$ cat src/rtl/mmio_bus_arbiter_if.sv
// -----------------------------------------------------------------------------
// mmio_bus_arbiter_if
//
// Purpose:
//   Bundles every request, response and shared-bus signal of the MMIO bus
//   arbiter. The arbiter connects through the slave modport: it serves the two
//   requesters and drives the shared peripheral bus. The master modport is the
//   opposite view (requesters plus peripheral decode) for whatever sits around
//   the arbiter.
//
// Signal summary:
//   core_req/addr/wdata/wmask/rstrb   core access request (held until core_ack)
//   core_ack, core_rdata              one-cycle completion pulse and read data
//   pim_req/addr/wdata/wmask/rstrb    PIM engine access request
//   pim_ack, pim_rdata                one-cycle completion pulse and read data
//   bus_addr/wdata/wmask/rstrb        shared peripheral bus (strobes one cycle)
//   bus_rdata                         shared peripheral bus read data
//   busy                              arbiter is not idle
//   grant_owner                       0 = core, 1 = PIM (current/most recent)
// -----------------------------------------------------------------------------
interface mmio_bus_arbiter_if #(
    parameter int ADDR_W = 32,
    parameter int DATA_W = 32
);
    localparam int MASK_W = DATA_W / 8;

    // core requester
    logic              core_req;
    logic [ADDR_W-1:0] core_addr;
    logic [DATA_W-1:0] core_wdata;
    logic [MASK_W-1:0] core_wmask;
    logic              core_rstrb;
    logic              core_ack;
    logic [DATA_W-1:0] core_rdata;

    // PIM requester
    logic              pim_req;
    logic [ADDR_W-1:0] pim_addr;
    logic [DATA_W-1:0] pim_wdata;
    logic [MASK_W-1:0] pim_wmask;
    logic              pim_rstrb;
    logic              pim_ack;
    logic [DATA_W-1:0] pim_rdata;

    // shared peripheral bus
    logic [ADDR_W-1:0] bus_addr;
    logic [DATA_W-1:0] bus_wdata;
    logic [MASK_W-1:0] bus_wmask;
    logic              bus_rstrb;
    logic [DATA_W-1:0] bus_rdata;

    // status
    logic              busy;
    logic              grant_owner;

    // arbiter side
    modport slave (
        input  core_req, core_addr, core_wdata, core_wmask, core_rstrb,
        input  pim_req, pim_addr, pim_wdata, pim_wmask, pim_rstrb,
        input  bus_rdata,
        output core_ack, core_rdata, pim_ack, pim_rdata,
        output bus_addr, bus_wdata, bus_wmask, bus_rstrb,
        output busy, grant_owner
    );

    // requester / peripheral side
    modport master (
        output core_req, core_addr, core_wdata, core_wmask, core_rstrb,
        output pim_req, pim_addr, pim_wdata, pim_wmask, pim_rstrb,
        output bus_rdata,
        input  core_ack, core_rdata, pim_ack, pim_rdata,
        input  bus_addr, bus_wdata, bus_wmask, bus_rstrb,
        input  busy, grant_owner
    );
endinterface

$ cat src/rtl/mmio_bus_arbiter.sv
// -----------------------------------------------------------------------------
// mmio_bus_arbiter
//
// Purpose:
//   Shares the single memory-mapped peripheral bus between the RISC-V core and
//   the PIM engine. Accesses are serialised with round-robin fairness; each
//   granted access produces exactly one ack and at most one one-cycle strobe
//   (write enables or read strobe) on the shared bus.
//
//   Access timeline (cycle 0 = request seen in IDLE):
//     write / null : IDLE(0) -> ISSUE(1) -> ACK(2)
//     read         : IDLE(0) -> ISSUE(1) -> WAIT x RD_LATENCY -> ACK(2+RD_LATENCY)
//
// Ports:
//   clk       system clock
//   reset_n   asynchronous active-low reset; aborts any access silently
//   bus_if    mmio_bus_arbiter_if.slave (requests, acks, read data, shared bus,
//             busy, grant_owner)
//
// Parameters:
//   ADDR_W      address width
//   DATA_W      data width (byte mask is DATA_W/8)
//   RD_LATENCY  cycles from the read strobe cycle to valid bus_rdata (0..7)
// -----------------------------------------------------------------------------
module mmio_bus_arbiter #(
    parameter int ADDR_W     = 32,
    parameter int DATA_W     = 32,
    parameter int RD_LATENCY = 1
) (
    input  logic              clk,
    input  logic              reset_n,
    mmio_bus_arbiter_if.slave bus_if
);
    localparam int         MASK_W    = DATA_W / 8;
    localparam logic [2:0] RD_LAT_C  = 3'(RD_LATENCY);
    localparam logic       RD_ZERO_C = (RD_LATENCY == 0);

    typedef enum logic [1:0] {
        ST_IDLE  = 2'd0,
        ST_ISSUE = 2'd1,
        ST_WAIT  = 2'd2,
        ST_ACK   = 2'd3
    } state_t;

    state_t            state_r;
    state_t            state_nxt_s;

    // request selection (combinational view of IDLE arbitration)
    logic              sel_pim_s;
    logic [ADDR_W-1:0] sel_addr_s;
    logic [DATA_W-1:0] sel_wdata_s;
    logic [MASK_W-1:0] sel_wmask_s;
    logic              sel_rstrb_s;

    // read data value handed to the owner when entering ACK
    logic [DATA_W-1:0] cap_data_s;

    // registered outputs and bookkeeping
    logic [ADDR_W-1:0] bus_addr_r;
    logic [DATA_W-1:0] bus_wdata_r;
    logic [MASK_W-1:0] bus_wmask_r;
    logic              bus_rstrb_r;
    logic              core_ack_r;
    logic              pim_ack_r;
    logic [DATA_W-1:0] core_rdata_r;
    logic [DATA_W-1:0] pim_rdata_r;
    logic              busy_r;
    logic              grant_owner_r;
    logic              last_owner_r;
    logic [2:0]        cnt_r;

    // State register of the access FSM.
    always_ff @(posedge clk or negedge reset_n) begin
        if (!reset_n) begin
            state_r <= ST_IDLE;
        end else begin
            state_r <= state_nxt_s;
        end
    end

    // Next-state logic. In ISSUE, bus_rstrb_r is high exactly when the latched
    // access is a genuine read (rstrb set and no write enables), so it doubles
    // as the read/write decision for the rest of the access.
    always_comb begin
        state_nxt_s = state_r;
        case (state_r)
            ST_IDLE: begin
                if (bus_if.core_req || bus_if.pim_req) begin
                    state_nxt_s = ST_ISSUE;
                end else begin
                    state_nxt_s = ST_IDLE;
                end
            end
            ST_ISSUE: begin
                if (bus_rstrb_r && !RD_ZERO_C) begin
                    state_nxt_s = ST_WAIT;
                end else begin
                    state_nxt_s = ST_ACK;
                end
            end
            ST_WAIT: begin
                if (cnt_r <= 3'd1) begin
                    state_nxt_s = ST_ACK;
                end else begin
                    state_nxt_s = ST_WAIT;
                end
            end
            ST_ACK: begin
                state_nxt_s = ST_IDLE;
            end
            default: begin
                state_nxt_s = ST_IDLE;
            end
        endcase
    end

    // Round-robin selection: a lone requester wins; on a tie the requester
    // that did not own the previous grant wins.
    always_comb begin
        sel_pim_s = 1'b0;
        if (bus_if.core_req && bus_if.pim_req) begin
            sel_pim_s = ~last_owner_r;
        end else if (bus_if.pim_req) begin
            sel_pim_s = 1'b1;
        end else begin
            sel_pim_s = 1'b0;
        end
    end

    // Multiplex the selected requester's access fields.
    always_comb begin
        sel_addr_s  = bus_if.core_addr;
        sel_wdata_s = bus_if.core_wdata;
        sel_wmask_s = bus_if.core_wmask;
        sel_rstrb_s = bus_if.core_rstrb;
        if (sel_pim_s) begin
            sel_addr_s  = bus_if.pim_addr;
            sel_wdata_s = bus_if.pim_wdata;
            sel_wmask_s = bus_if.pim_wmask;
            sel_rstrb_s = bus_if.pim_rstrb;
        end else begin
            sel_addr_s  = bus_if.core_addr;
            sel_wdata_s = bus_if.core_wdata;
            sel_wmask_s = bus_if.core_wmask;
            sel_rstrb_s = bus_if.core_rstrb;
        end
    end

    // Value returned with the ack: bus_rdata for reads (ISSUE when the latency
    // is zero, last WAIT cycle otherwise), zero for writes and null accesses.
    always_comb begin
        cap_data_s = '0;
        if (state_r == ST_ISSUE) begin
            if (bus_rstrb_r) begin
                cap_data_s = bus_if.bus_rdata;
            end else begin
                cap_data_s = '0;
            end
        end else if (state_r == ST_WAIT) begin
            cap_data_s = bus_if.bus_rdata;
        end else begin
            cap_data_s = '0;
        end
    end

    // Shared-bus registers: latched on the grant, strobes live only in ISSUE,
    // address and write data hold their last value afterwards.
    always_ff @(posedge clk or negedge reset_n) begin
        if (!reset_n) begin
            bus_addr_r    <= '0;
            bus_wdata_r   <= '0;
            bus_wmask_r   <= '0;
            bus_rstrb_r   <= 1'b0;
            grant_owner_r <= 1'b1;
        end else begin
            bus_wmask_r <= '0;
            bus_rstrb_r <= 1'b0;
            if ((state_r == ST_IDLE) && (state_nxt_s == ST_ISSUE)) begin
                grant_owner_r <= sel_pim_s;
                bus_addr_r    <= sel_addr_s;
                bus_wdata_r   <= sel_wdata_s;
                bus_wmask_r   <= sel_wmask_s;
                // a write always wins over a simultaneous read request
                bus_rstrb_r   <= sel_rstrb_s && (sel_wmask_s == '0);
            end
        end
    end

    // Read-latency counter: loaded leaving ISSUE, counts down through WAIT.
    always_ff @(posedge clk or negedge reset_n) begin
        if (!reset_n) begin
            cnt_r <= 3'd0;
        end else begin
            case (state_r)
                ST_ISSUE: begin
                    if (state_nxt_s == ST_WAIT) begin
                        cnt_r <= RD_LAT_C;
                    end
                end
                ST_WAIT: begin
                    cnt_r <= cnt_r - 3'd1;
                end
                default: begin
                    cnt_r <= cnt_r;
                end
            endcase
        end
    end

    // Response registers: one-cycle ack plus read data to the grant owner;
    // the other requester's read data holds.
    always_ff @(posedge clk or negedge reset_n) begin
        if (!reset_n) begin
            core_ack_r   <= 1'b0;
            pim_ack_r    <= 1'b0;
            core_rdata_r <= '0;
            pim_rdata_r  <= '0;
        end else begin
            core_ack_r <= 1'b0;
            pim_ack_r  <= 1'b0;
            if (state_nxt_s == ST_ACK) begin
                if (grant_owner_r) begin
                    pim_ack_r   <= 1'b1;
                    pim_rdata_r <= cap_data_s;
                end else begin
                    core_ack_r   <= 1'b1;
                    core_rdata_r <= cap_data_s;
                end
            end
        end
    end

    // Fairness history and busy flag.
    always_ff @(posedge clk or negedge reset_n) begin
        if (!reset_n) begin
            last_owner_r <= 1'b1;
            busy_r       <= 1'b0;
        end else begin
            busy_r <= (state_nxt_s != ST_IDLE);
            if (state_r == ST_ACK) begin
                last_owner_r <= grant_owner_r;
            end
        end
    end

    assign bus_if.bus_addr    = bus_addr_r;
    assign bus_if.bus_wdata   = bus_wdata_r;
    assign bus_if.bus_wmask   = bus_wmask_r;
    assign bus_if.bus_rstrb   = bus_rstrb_r;
    assign bus_if.core_ack    = core_ack_r;
    assign bus_if.pim_ack     = pim_ack_r;
    assign bus_if.core_rdata  = core_rdata_r;
    assign bus_if.pim_rdata   = pim_rdata_r;
    assign bus_if.busy        = busy_r;
    assign bus_if.grant_owner = grant_owner_r;

    mmio_bus_arbiter_chk #(
        .MASK_W (MASK_W)
    ) u_chk (
        .clk       (clk),
        .reset_n   (reset_n),
        .bus_wmask (bus_wmask_r),
        .bus_rstrb (bus_rstrb_r),
        .core_ack  (core_ack_r),
        .pim_ack   (pim_ack_r)
    );
endmodule

// -----------------------------------------------------------------------------
// mmio_bus_arbiter_chk
//
// Purpose:
//   Protocol properties of the arbiter outputs: never a strobe in an ack
//   cycle, never two acks at once, never a read strobe together with write
//   enables.
//
// Ports:
//   clk, reset_n         clock and asynchronous active-low reset
//   bus_wmask, bus_rstrb shared-bus strobes
//   core_ack, pim_ack    completion pulses
// -----------------------------------------------------------------------------
module mmio_bus_arbiter_chk #(
    parameter int MASK_W = 4
) (
    input logic              clk,
    input logic              reset_n,
    input logic [MASK_W-1:0] bus_wmask,
    input logic              bus_rstrb,
    input logic              core_ack,
    input logic              pim_ack
);
    a_no_strobe_in_ack: assert property (@(posedge clk) disable iff (!reset_n)
        !(((|bus_wmask) || bus_rstrb) && (core_ack || pim_ack)));

    a_single_ack: assert property (@(posedge clk) disable iff (!reset_n)
        !(core_ack && pim_ack));

    a_exclusive_strobe: assert property (@(posedge clk) disable iff (!reset_n)
        !((|bus_wmask) && bus_rstrb));
endmodule

$ cat src/flat_wrapper.sv
// flat-port wrapper written by rule: the top's interface ports become plain ports
module mmio_bus_arbiter_flat 
#(
    parameter int ADDR_W     = 32,
    parameter int DATA_W     = 32,
    parameter int RD_LATENCY = 1
)
  (clk, reset_n, bus_if_core_req, bus_if_core_addr, bus_if_core_wdata, bus_if_core_wmask, bus_if_core_rstrb, bus_if_pim_req, bus_if_pim_addr, bus_if_pim_wdata, bus_if_pim_wmask, bus_if_pim_rstrb, bus_if_bus_rdata, bus_if_core_ack, bus_if_core_rdata, bus_if_pim_ack, bus_if_pim_rdata, bus_if_bus_addr, bus_if_bus_wdata, bus_if_bus_wmask, bus_if_bus_rstrb, bus_if_busy, bus_if_grant_owner);
  mmio_bus_arbiter_if #(.ADDR_W(ADDR_W), .DATA_W(DATA_W)) bus_if_i ();
  input  logic clk;
  input  logic reset_n;
  input wire logic [$bits(bus_if_i.core_req)-1:0] bus_if_core_req;
  input wire logic [$bits(bus_if_i.core_addr)-1:0] bus_if_core_addr;
  input wire logic [$bits(bus_if_i.core_wdata)-1:0] bus_if_core_wdata;
  input wire logic [$bits(bus_if_i.core_wmask)-1:0] bus_if_core_wmask;
  input wire logic [$bits(bus_if_i.core_rstrb)-1:0] bus_if_core_rstrb;
  input wire logic [$bits(bus_if_i.pim_req)-1:0] bus_if_pim_req;
  input wire logic [$bits(bus_if_i.pim_addr)-1:0] bus_if_pim_addr;
  input wire logic [$bits(bus_if_i.pim_wdata)-1:0] bus_if_pim_wdata;
  input wire logic [$bits(bus_if_i.pim_wmask)-1:0] bus_if_pim_wmask;
  input wire logic [$bits(bus_if_i.pim_rstrb)-1:0] bus_if_pim_rstrb;
  input wire logic [$bits(bus_if_i.bus_rdata)-1:0] bus_if_bus_rdata;
  output wire logic [$bits(bus_if_i.core_ack)-1:0] bus_if_core_ack;
  output wire logic [$bits(bus_if_i.core_rdata)-1:0] bus_if_core_rdata;
  output wire logic [$bits(bus_if_i.pim_ack)-1:0] bus_if_pim_ack;
  output wire logic [$bits(bus_if_i.pim_rdata)-1:0] bus_if_pim_rdata;
  output wire logic [$bits(bus_if_i.bus_addr)-1:0] bus_if_bus_addr;
  output wire logic [$bits(bus_if_i.bus_wdata)-1:0] bus_if_bus_wdata;
  output wire logic [$bits(bus_if_i.bus_wmask)-1:0] bus_if_bus_wmask;
  output wire logic [$bits(bus_if_i.bus_rstrb)-1:0] bus_if_bus_rstrb;
  output wire logic [$bits(bus_if_i.busy)-1:0] bus_if_busy;
  output wire logic [$bits(bus_if_i.grant_owner)-1:0] bus_if_grant_owner;
  assign bus_if_i.core_req = bus_if_core_req;
  assign bus_if_i.core_addr = bus_if_core_addr;
  assign bus_if_i.core_wdata = bus_if_core_wdata;
  assign bus_if_i.core_wmask = bus_if_core_wmask;
  assign bus_if_i.core_rstrb = bus_if_core_rstrb;
  assign bus_if_i.pim_req = bus_if_pim_req;
  assign bus_if_i.pim_addr = bus_if_pim_addr;
  assign bus_if_i.pim_wdata = bus_if_pim_wdata;
  assign bus_if_i.pim_wmask = bus_if_pim_wmask;
  assign bus_if_i.pim_rstrb = bus_if_pim_rstrb;
  assign bus_if_i.bus_rdata = bus_if_bus_rdata;
  assign bus_if_core_ack = bus_if_i.core_ack;
  assign bus_if_core_rdata = bus_if_i.core_rdata;
  assign bus_if_pim_ack = bus_if_i.pim_ack;
  assign bus_if_pim_rdata = bus_if_i.pim_rdata;
  assign bus_if_bus_addr = bus_if_i.bus_addr;
  assign bus_if_bus_wdata = bus_if_i.bus_wdata;
  assign bus_if_bus_wmask = bus_if_i.bus_wmask;
  assign bus_if_bus_rstrb = bus_if_i.bus_rstrb;
  assign bus_if_busy = bus_if_i.busy;
  assign bus_if_grant_owner = bus_if_i.grant_owner;
  mmio_bus_arbiter #(.ADDR_W(ADDR_W), .DATA_W(DATA_W), .RD_LATENCY(RD_LATENCY)) u_core (.clk(clk), .reset_n(reset_n), .bus_if(bus_if_i));
endmodule
$ cat config.mk
export PLATFORM = sky130hd
export DESIGN_NAME = mmio_bus_arbiter_flat
export DESIGN_NICKNAME = d
export VERILOG_FILES = /design/src/rtl/mmio_bus_arbiter_if.sv /design/src/rtl/mmio_bus_arbiter.sv /design/src/flat_wrapper.sv
export SDC_FILE = /design/constraint.sdc
export NUM_CORES = 1
export LEC_CHECK = 0
export CORE_MARGIN = 5
export CORE_UTILIZATION = 37
export CTS_CLUSTER_SIZE = 40
export DETAILED_ROUTE_END_ITERATION = 10
export PLACE_DENSITY = 0.88
export SKIP_CTS_REPAIR_TIMING = 1
export SYNTH_ARGS = -nofsm -noshare
export SYNTH_HDL_FRONTEND = slang
export SYNTH_SLANG_ARGS = --single-unit
$ cat constraint.sdc
create_clock -name clk -period 2.1 [get_ports clk]
set_clock_uncertainty 0.15 [all_clocks]
set_input_delay 0.42 -clock clk [delete_from_list [all_inputs] [get_ports clk]]
set_output_delay 0.42 -clock clk [all_outputs]
set_load 0.05 [all_outputs]
**Word-level counts from Yosys, hierarchy flattened**

Cells that the tools add are included.

- Bitwise logic cells: 2
- Equal/unequal tests: 7
- Muxes and demuxes: 21
- $add $sub $neg: 1
- Magnitude comparators: 1
- Reduce and logical (&&, ||, !) cells: 11

Operator list:

| operator | count |
|---|---|
| 32-bit two-way mux | 5 |
| 1-bit two-way mux | 11 |
| 2-bit == test (second input constant) | 4 |
| 4-bit two-way mux | 2 |
| 2-bit one-hot mux with 4 select lines | 1 |
| 3-bit one-hot mux with 2 select lines | 1 |
| 2-bit AND reduction | 3 |
| 2-bit by 1-bit == test with 1-bit output (second input constant) | 2 |
| 4-bit logical NOT | 1 |
| 2-bit nonzero test | 2 |
| 3-bit by 1-bit less-or-equal comparator with 1-bit output (second input constant) | 1 |
| 1-bit logical AND | 3 |
| 3-bit two-way mux | 1 |
| 3-bit by 1-bit subtractor with 3-bit output (second input constant) | 1 |
| 2-bit logical NOT | 1 |
| 2-bit != test (second input constant) | 1 |
| 1-bit NOT | 2 |
| 1-bit logical OR | 1 |

- Output and inout bits: 137
- Word-level logic and storage cells: 56
- Bits of input ports: 174
- Bits in registers: 143

**Depth between registers and ports, before layout**

Gate-level depths: netlist of the first run.

- Depth in word-level cells: 6
- Gate-level depth with buffers: 9
- Depth with buffers taken out: 7

**Worst setup path before layout of the first run**

Ideal clock, no wire load.

- Kind: register to register
- Start point: reg u_core.state_r[0]
- End point: reg u_core.core_rdata_r[11] (netlist: u_core.bus_if.core_rdata[11])
- Setup slack: -164 ps
- Period minus slack after synthesis: 2264 ps
- Setup time: 125 ps
- Required time: 1825 ps
- Stages on the path, launching flop included: 8
- Buffers on the path: 1
- Arrival time: 1990 ps
- Cells stage by stage: dfrtp_1 > inv_1 > ha_1 > nor3b_1 > a211oi_4 > nor3_2 > buf_2 > mux2_2

- Cells in the longest elaborated chain, start to end: 4
- Elaborated cells on any way between the ends: 9
- Those cells by class: eq/ne (4); mux (3); reduce/logical (2)

RTL lines:

| element | RTL line | text |
|---|---|---|
| start: declaration | mmio_bus_arbiter.sv:45 | `state_t state_r;` |
| start signal: assignment | mmio_bus_arbiter.sv:77 | `state_r <= state_nxt_s;` |
| 2-bit == test, or another cell as far along | mmio_bus_arbiter.sv:86 | `case (state_r)` |
| 2-bit one-hot mux with 4 select lines | mmio_bus_arbiter.sv:86 |  |
| 2-bit == test | mmio_bus_arbiter.sv:221 | `if (state_nxt_s == ST_ACK) begin` |
| 2-bit AND reduction (no source line) | n/a |  |
| end signal: assignment | mmio_bus_arbiter.sv:227 | `core_rdata_r <= cap_data_s;` |
| end: declaration | mmio_bus_arbiter.sv:65 | `logic [DATA_W-1:0] core_rdata_r;` |

Parallel ways exist; a longest one is shown, timed or not.
A chain may end at the register's enable or synchronous reset.

**Worst setup path after layout of the first run**

- Start point: reg u_core.state_r[0]
- End point: reg u_core.core_rdata_r[21] (netlist: u_core.bus_if.core_rdata[21])

The elaborated chain is that of the path after synthesis.

==> results of run 1 <==
[cell type report]
type / instances / area [um2] / area share, %
Clock inverter: 14 / 205 / 1.88
Tap cell: 220 / 275 / 2.53
Multi-Input combinational cell: 404 / 2710 / 24.8
Clock buffer: 18 / 439 / 4.03
Sequential cell: 143 / 3580 / 32.9
Inverter: 8 / 30.0 / 0.276
Timing Repair Buffer: 356 / 3650 / 33.6
[power groups by stage]
| stage | logic [mW] | clock network (mW) | registers, mW |
|---|---|---|---|
| floorplan | 3.14 | 0 | 9.01 |
| global route | 12.7 | 3.45 | 5.02 |
| finish | 12.1 | 3.31 | 4.88 |
| global placement | 11.0 | 0 | 4.81 |
| detailed placement | 11.3 | 0 | 4.88 |
| CTS | 11.3 | 3.35 | 4.86 |
[how the worst max path moves through the flow]
| stage | start | to | depth (start not counted) |
|---|---|---|---|
| 2_1_floorplan | u_core.cnt_r[1] | u_core.bus_if.pim_rdata[10] | 9 |
| 3_3_place_gp | bus_if_pim_req | u_core.bus_if.core_rdata[14] | 7 |
| 3_5_place_dp | bus_if_pim_req | u_core.bus_if.core_rdata[15] | 7 |
| 4_1_cts | u_core.state_r[0] | u_core.bus_if.core_rdata[15] | 8 |
| 5_1_grt | u_core.state_r[1] | u_core.bus_if.core_rdata[16] | 9 |
| 6_report | u_core.state_r[0] | u_core.bus_if.core_rdata[21] | 9 |
[flip-flops by register name (all words and copies together), names as in the netlist, 2 cells and up]
signal and count:
u_core.bus_if.bus_wmask 4, u_core.bus_if.bus_wdata 32, u_core.cnt_r 3, u_core.bus_if.bus_addr 32, u_core.bus_if.core_rdata 32, u_core.state_r 2, u_core.bus_if.pim_rdata 32
[worst register-to-register path, delay by kind of cell (launching register included)]
| kind | cells | cell delay [ps] |
|---|---|---|
| flops | 1 | 400 |
| buf+inv | 4 | 580 |
| fa+ha+maj | 1 | 190 |
| mux | 1 | 350 |
| simple gates | 2 | 390 |
| compound gates | 1 | 90 |
[synth_stat cells (all sizes together) (2+ instances only)]
cell type  count  area share, %
nor2          65            3.9
a31oi         66            6.6
mux2          65             13
ha             6            1.2
clkbuf        31            1.8
nand4b         2           0.28
dfstp          2           0.83
buf            8           0.91
o21ai          3           0.24
nor3           3           0.32
dfrtp        141             56
inv            8           0.48
a21oi          6           0.48
nor3b          2           0.24
nand2        140            8.3
nor2b         33            3.3
[metal layers]
metal | up-vias | track usage [%] | wire length, um
li1 | 2670 | - | -
met5 | - | 0 | 20
met1 | 2759 | 23.3 | 8600
met4 | 2 | 5.97 | 402
met3 | 29 | 7.43 | 2130
met2 | 285 | 34.7 | 11200
[through the flow]
stage	hold slack (ps)	TNS, ps	worst slack, ps
floorplan	-25.6	-1840	-52.7
global placement	215	-12090	-207
detailed placement	216	-13800	-244
CTS	-227	-7930	-127
global route	369	-11920	-235
finish	342	-7380	-174
[cells by family after synthesis]
kind of cell / Yosys count / synth area share [%]
multiplexers: 65 / 13.3
adder cells (fa/ha/maj): 6 / 1.19
AO/OA/AOI/OAI: 83 / 8.52
buffers and inverters: 47 / 3.24
AND/OR/NAND/NOR: 250 / 16.8
flip-flops: 143 / 56.9
==> results.py, run 1 <==
metrics = {
    "critical_path": {
        "worstSetupPathType": "reg -> reg",
        "cp_slowest_cell": "dfrtp_1",
        "worst-path-max-fanout": 8,
        "cpPeakStageDelay_ps": 400,
        "r2r_setup_slack_ps": -170,
        "critPathTopFamily": "buffers and inverters",
        "crit_top_cell": "buf_6",
        "arrival_ps": 2410,
        "end_kind": "flip-flop",
        "crit_buf_inv": 4,
        "reg2reg_depth": 9,
        "cp_cell_sequence": "inv_2 -> ha_4 -> nor3b_4 -> a211oi_4 -> buf_6 -> nor3_4 -> buf_6 -> buf_8 -> mux2_1",
        "start_kind": "flip-flop",
        "r2r_start": "u_core.state_r[0]",
        "required_ps": 2240,
        "worstReg2RegEnd": "u_core.bus_if.core_rdata[21]",
    },
    "floorplan": {
        "die_y_um": 140,
        "die_area_mm2": 0.0197,
        "dieWidth_um": 140,
        "coreArea_mm2": 0.0166,
        "initial_core_util_pct": 37.8,
        "io_pins": 311,
        "fp-row-count": 47,
    },
    "timing": {
        "worst_slew_pin_slew_ps": 549,
        "finalCritPeriodShare_pct": 108,
        "max_freq_ghz": 0.440,
        "setup_viol": 64,
        "period_needed_ps": 2270,
        "rsz0062_at_grt": "true",
        "slew_headroom_pct": 63.3,
        "setup_slack_ps": -174,
        "hold_viol_final": 0,
        "maxSlewViolCount": 0,
    },
    "min_path": {
        "min_path_type": "reg -> reg",
        "hold_path_end": "u_core.bus_if.pim_rdata[31]",
        "hp-start": "u_core.bus_if.pim_rdata[31]",
        "whs_path_depth": 1,
    },
    "final_layout": {
        "syn2layout_area_growth_pct": 72.9,
        "instances_no_fill": 1163,
        "final_cell_mix": "172 x clkdlybuf4s50_1, 141 x dfrtp_1, 139 x nand2_1",
        "layout_commonest_cell": "clkdlybuf4s50_1",
        "fill_cells": 1212,
        "fin_nets": 1110,
        "final_area_mm2": 0.0109,
        "final_util_pct": 65.4,
        "drive_gt1_share_pct": 24.2,
        "antenna_cells": 0,
    },
    "cts": {
        "cts_buffers": 17,
        "max-clock-path-buffers": 2,
        "root_buffer": "clkbuf_16",
        "clkTransAtPathRegs_ps": 70,
        "clock_latency_ps": 410,
        "cts_htree_levels": 4,
        "cts_tree": "built",
        "cts_sinks": 143,
    },
    "pwr": {
        "p_per_area_mw_per_mm2": 1860,
        "seq_power_share_pct": 24.0,
        "swShare_pct": 47.2,
        "power_mw": 20.3,
        "pwr-share-clk_pct": 16.3,
        "combPwrFrac_pct": 59.6,
        "intPower_mw": 10.7,
        "power.leakage_nw": 5.73,
        "p_switching_mw": 9.57,
        "ir_drop_mv": 0.975,
    },
    "routing": {
        "wl_per_cell_um": 19.2,
        "drt_iter0_drc": 282,
        "first_pass_iters": 4,
        "wl_mm": 22.4,
        "drc_errors": 0,
        "ant_nets": 0,
        "drt-vias-per-instance": 4.94,
        "vias": 5745,
    },
    "synthesis": {
        "syn_area_per_cell_um2": 10.6,
        "async_reset_ff_share_pct": 100,
        "syn_inst": 594,
        "synth.distinct_cells": 35,
        "ys.flop_type": "dfrtp_1",
        "ys_seq_area_share_pct": 56.9,
        "synth_warnings": 0,
        "synth-seq-cells": 143,
        "synth.net_count": 774,
        "syn_area_mm2": 0.00630,
        "synth_edf_count": 0,
    },
    "placement": {
        "io_buffers": 310,
        "gp_congestion": 0.832,
        "placed_cells": 1118,
        "dpl_cell_area_mm2": 0.00976,
        "place_hpwl_mm": 15.4,
    },
    "global_route": {
        "grt_use_total_pct": 20.1,
        "grt-ovfl-total": 0,
        "grt_max_degree": 47,
        "antenna_found_initial": 1,
        "grt_first_pass_wirelength_mm": 31.3,
        "grt_pass1_vias": 5760,
    },
    "status": {
        "violations": "setup timing",
        "status": "finished, violations left",
    },
    "flow_run": {
        "max-cap-violations": 0,
    },
}
(Power assumes the default switching activity.)
==> run 2, diff against run 1 <==
Settings changed: GPL_TIMING_DRIVEN from default to 0.
==> run 2 against run 1 <==
Total power down 0.94%. Critical path type unchanged. The run still ends with setup timing left. Critical endpoint is now u_core.bus_if.core_rdata[22]. Sequential power is 1% lower. Register-to-register slack lost 50 ps.
==> results.py, run 2 (synthesized netlist as in run 1, its figures left out) <==
metrics = {
    "critical_path": {
        "r2r_start": "u_core.state_r[0]",
        "end_kind": "flip-flop",
        "crit_top_cell": "buf_6",
        "r2r_setup_slack_ps": -220,
        "arrival_ps": 2480,
        "worst-path-max-fanout": 6,
        "required_ps": 2260,
        "cp_cell_sequence": "buf_6 -> ha_4 -> nor3b_4 -> a211oi_4 -> buf_6 -> nor3_4 -> buf_6 -> buf_12 -> clkbuf_16 -> mux2_4",
        "worstSetupPathType": "reg -> reg",
        "cpPeakStageDelay_ps": 440,
        "reg2reg_depth": 10,
        "crit_start": "u_core.state_r[0]",
        "cp_slowest_cell": "dfrtp_2",
        "start_kind": "flip-flop",
        "worstReg2RegEnd": "u_core.bus_if.core_rdata[22]",
    },
    "global_route": {
        "use_met1_pct": 25.6,
        "grt_pass1_vias": 5833,
        "gr-usage-met2_pct": 35.2,
        "met3_usage_pct": 7.87,
        "antenna_found_initial": 0,
        "grt_max_degree": 88,
        "grt_use_total_pct": 21.0,
        "busiest_layer": "met2",
        "grt_first_pass_wirelength_mm": 32.7,
        "grt-ovfl-total": 0,
    },
    "flow_run": {
        "max-cap-violations": 0,
    },
    "min_path": {
        "hp-start": "u_core.bus_if.core_rdata[10]",
        "hold_path_end": "u_core.bus_if.core_rdata[10]",
        "min_path_type": "reg -> reg",
        "whs_path_depth": 1,
    },
    "cts": {
        "cts_sinks": 143,
        "cts_buffers": 17,
        "max-clock-path-buffers": 2,
        "root_buffer": "clkbuf_16",
        "cts_htree_levels": 4,
        "clock_latency_ps": 410,
        "clkTransAtPathRegs_ps": 70,
        "cts_tree": "built",
    },
    "routing": {
        "vias": 5877,
        "drc_errors": 0,
        "ant_nets": 0,
        "drt_iter0_drc": 255,
        "wl_per_cell_um": 20.0,
        "drt-vias-per-instance": 5.01,
        "first_pass_iters": 5,
        "wl_mm": 23.4,
    },
    "status": {
        "violations": "setup timing",
        "status": "finished, violations left",
    },
    "placement": {
        "placed_cells": 1125,
        "gp_congestion": 0.870,
        "place_hpwl_mm": 16.1,
        "io_buffers": 310,
    },
    "pwr": {
        "power.leakage_nw": 6.33,
        "p_per_area_mw_per_mm2": 1810,
        "power_mw": 20.1,
        "ir_drop_mv": 1.07,
    },
    "timing": {
        "slew_headroom_pct": 58.9,
        "setup_slack_ps": -221,
        "finalCritPeriodShare_pct": 111,
        "max_freq_ghz": 0.431,
        "setup_viol": 64,
        "period_needed_ps": 2320,
        "worst_slew_pin_slew_ps": 616,
        "hold_viol_final": 0,
        "rsz0062_at_grt": "true",
        "maxSlewViolCount": 0,
        "hold_ws_ps": 337,
    },
    "floorplan": {
        "fp-row-count": 47,
        "coreArea_mm2": 0.0166,
        "die_area_mm2": 0.0197,
        "die_y_um": 140,
        "dieWidth_um": 140,
        "initial_core_util_pct": 37.8,
        "io_pins": 311,
    },
    "final_layout": {
        "layout_commonest_cell": "clkdlybuf4s50_1",
        "fin_nets": 1119,
        "final_cell_mix": "172 x clkdlybuf4s50_1, 140 x nand2_1, 140 x dfrtp_1",
        "instances_no_fill": 1172,
        "final_util_pct": 66.9,
        "antenna_cells": 0,
        "drive_gt1_share_pct": 17.0,
        "syn2layout_area_growth_pct": 76.6,
    },
}
==> run 2: power breakdown <==
group / internal [mW] / switching [mW] / total (mW)
clock network: 1.79 / 1.32 / 3.11
logic: 4.64 / 7.53 / 12.2
registers: 4.08 / 0.753 / 4.83
total: 10.5 / 9.60 / 20.1
==> run 2: worst max-delay path, delay by kind of cell (launching register included) <==
family	cells	cell delay, ps
adders and majority gates	1	170
and+or+nand+nor	2	200
buffers and inverters	5	710
muxes	1	290
DFF	1	440
AOI/OAI and AO/OA	1	250
==> run 2: cell type report <==
cell class | count | area [um2]
clock inverter | 15 | 170
multi-input combinational | 404 | 2650
buffer | 37 | 285
sequential | 143 | 3580
clock buffer | 17 | 425
inverter | 8 | 32.5
timing repair buffer | 328 | 3700
fill | 1178 | 5520
tap | 220 | 275
==> run 2: per-layer routing <==
| layer | wire length [um] | part of all wire [%] |
|---|---|---|
| met1 | 9000 | 38 |
| met2 | 11900 | 51 |
| met3 | 2100 | 9.0 |
| met4 | 382 | 1.6 |
| met5 | 0 | 0 |
==> run 2: metrics by stage <==
stage,setup TNS [ps],area (um2),setup slack [ps]
final,-8680,11100,-221
after global routing,-13000,11100,-283
after CTS,-68000,10400,-632
after detailed placement,-69020,9760,-779
after global placement,-812640,9730,-5270
after floorplan,-1840,6350,-52.7
==> run 2: worst max path at each step <==
stage                                   end  depth (start not counted)
2_1_floorplan   u_core.bus_if.pim_rdata[10]                          9
3_3_place_gp     u_core.bus_if.bus_wdata[3]                          1
3_5_place_dp        u_core.bus_if.bus_rstrb                          7
4_1_cts          u_core.bus_if.bus_addr[27]                          7
5_1_grt        u_core.bus_if.core_rdata[22]                         10
6_report       u_core.bus_if.core_rdata[22]                         10
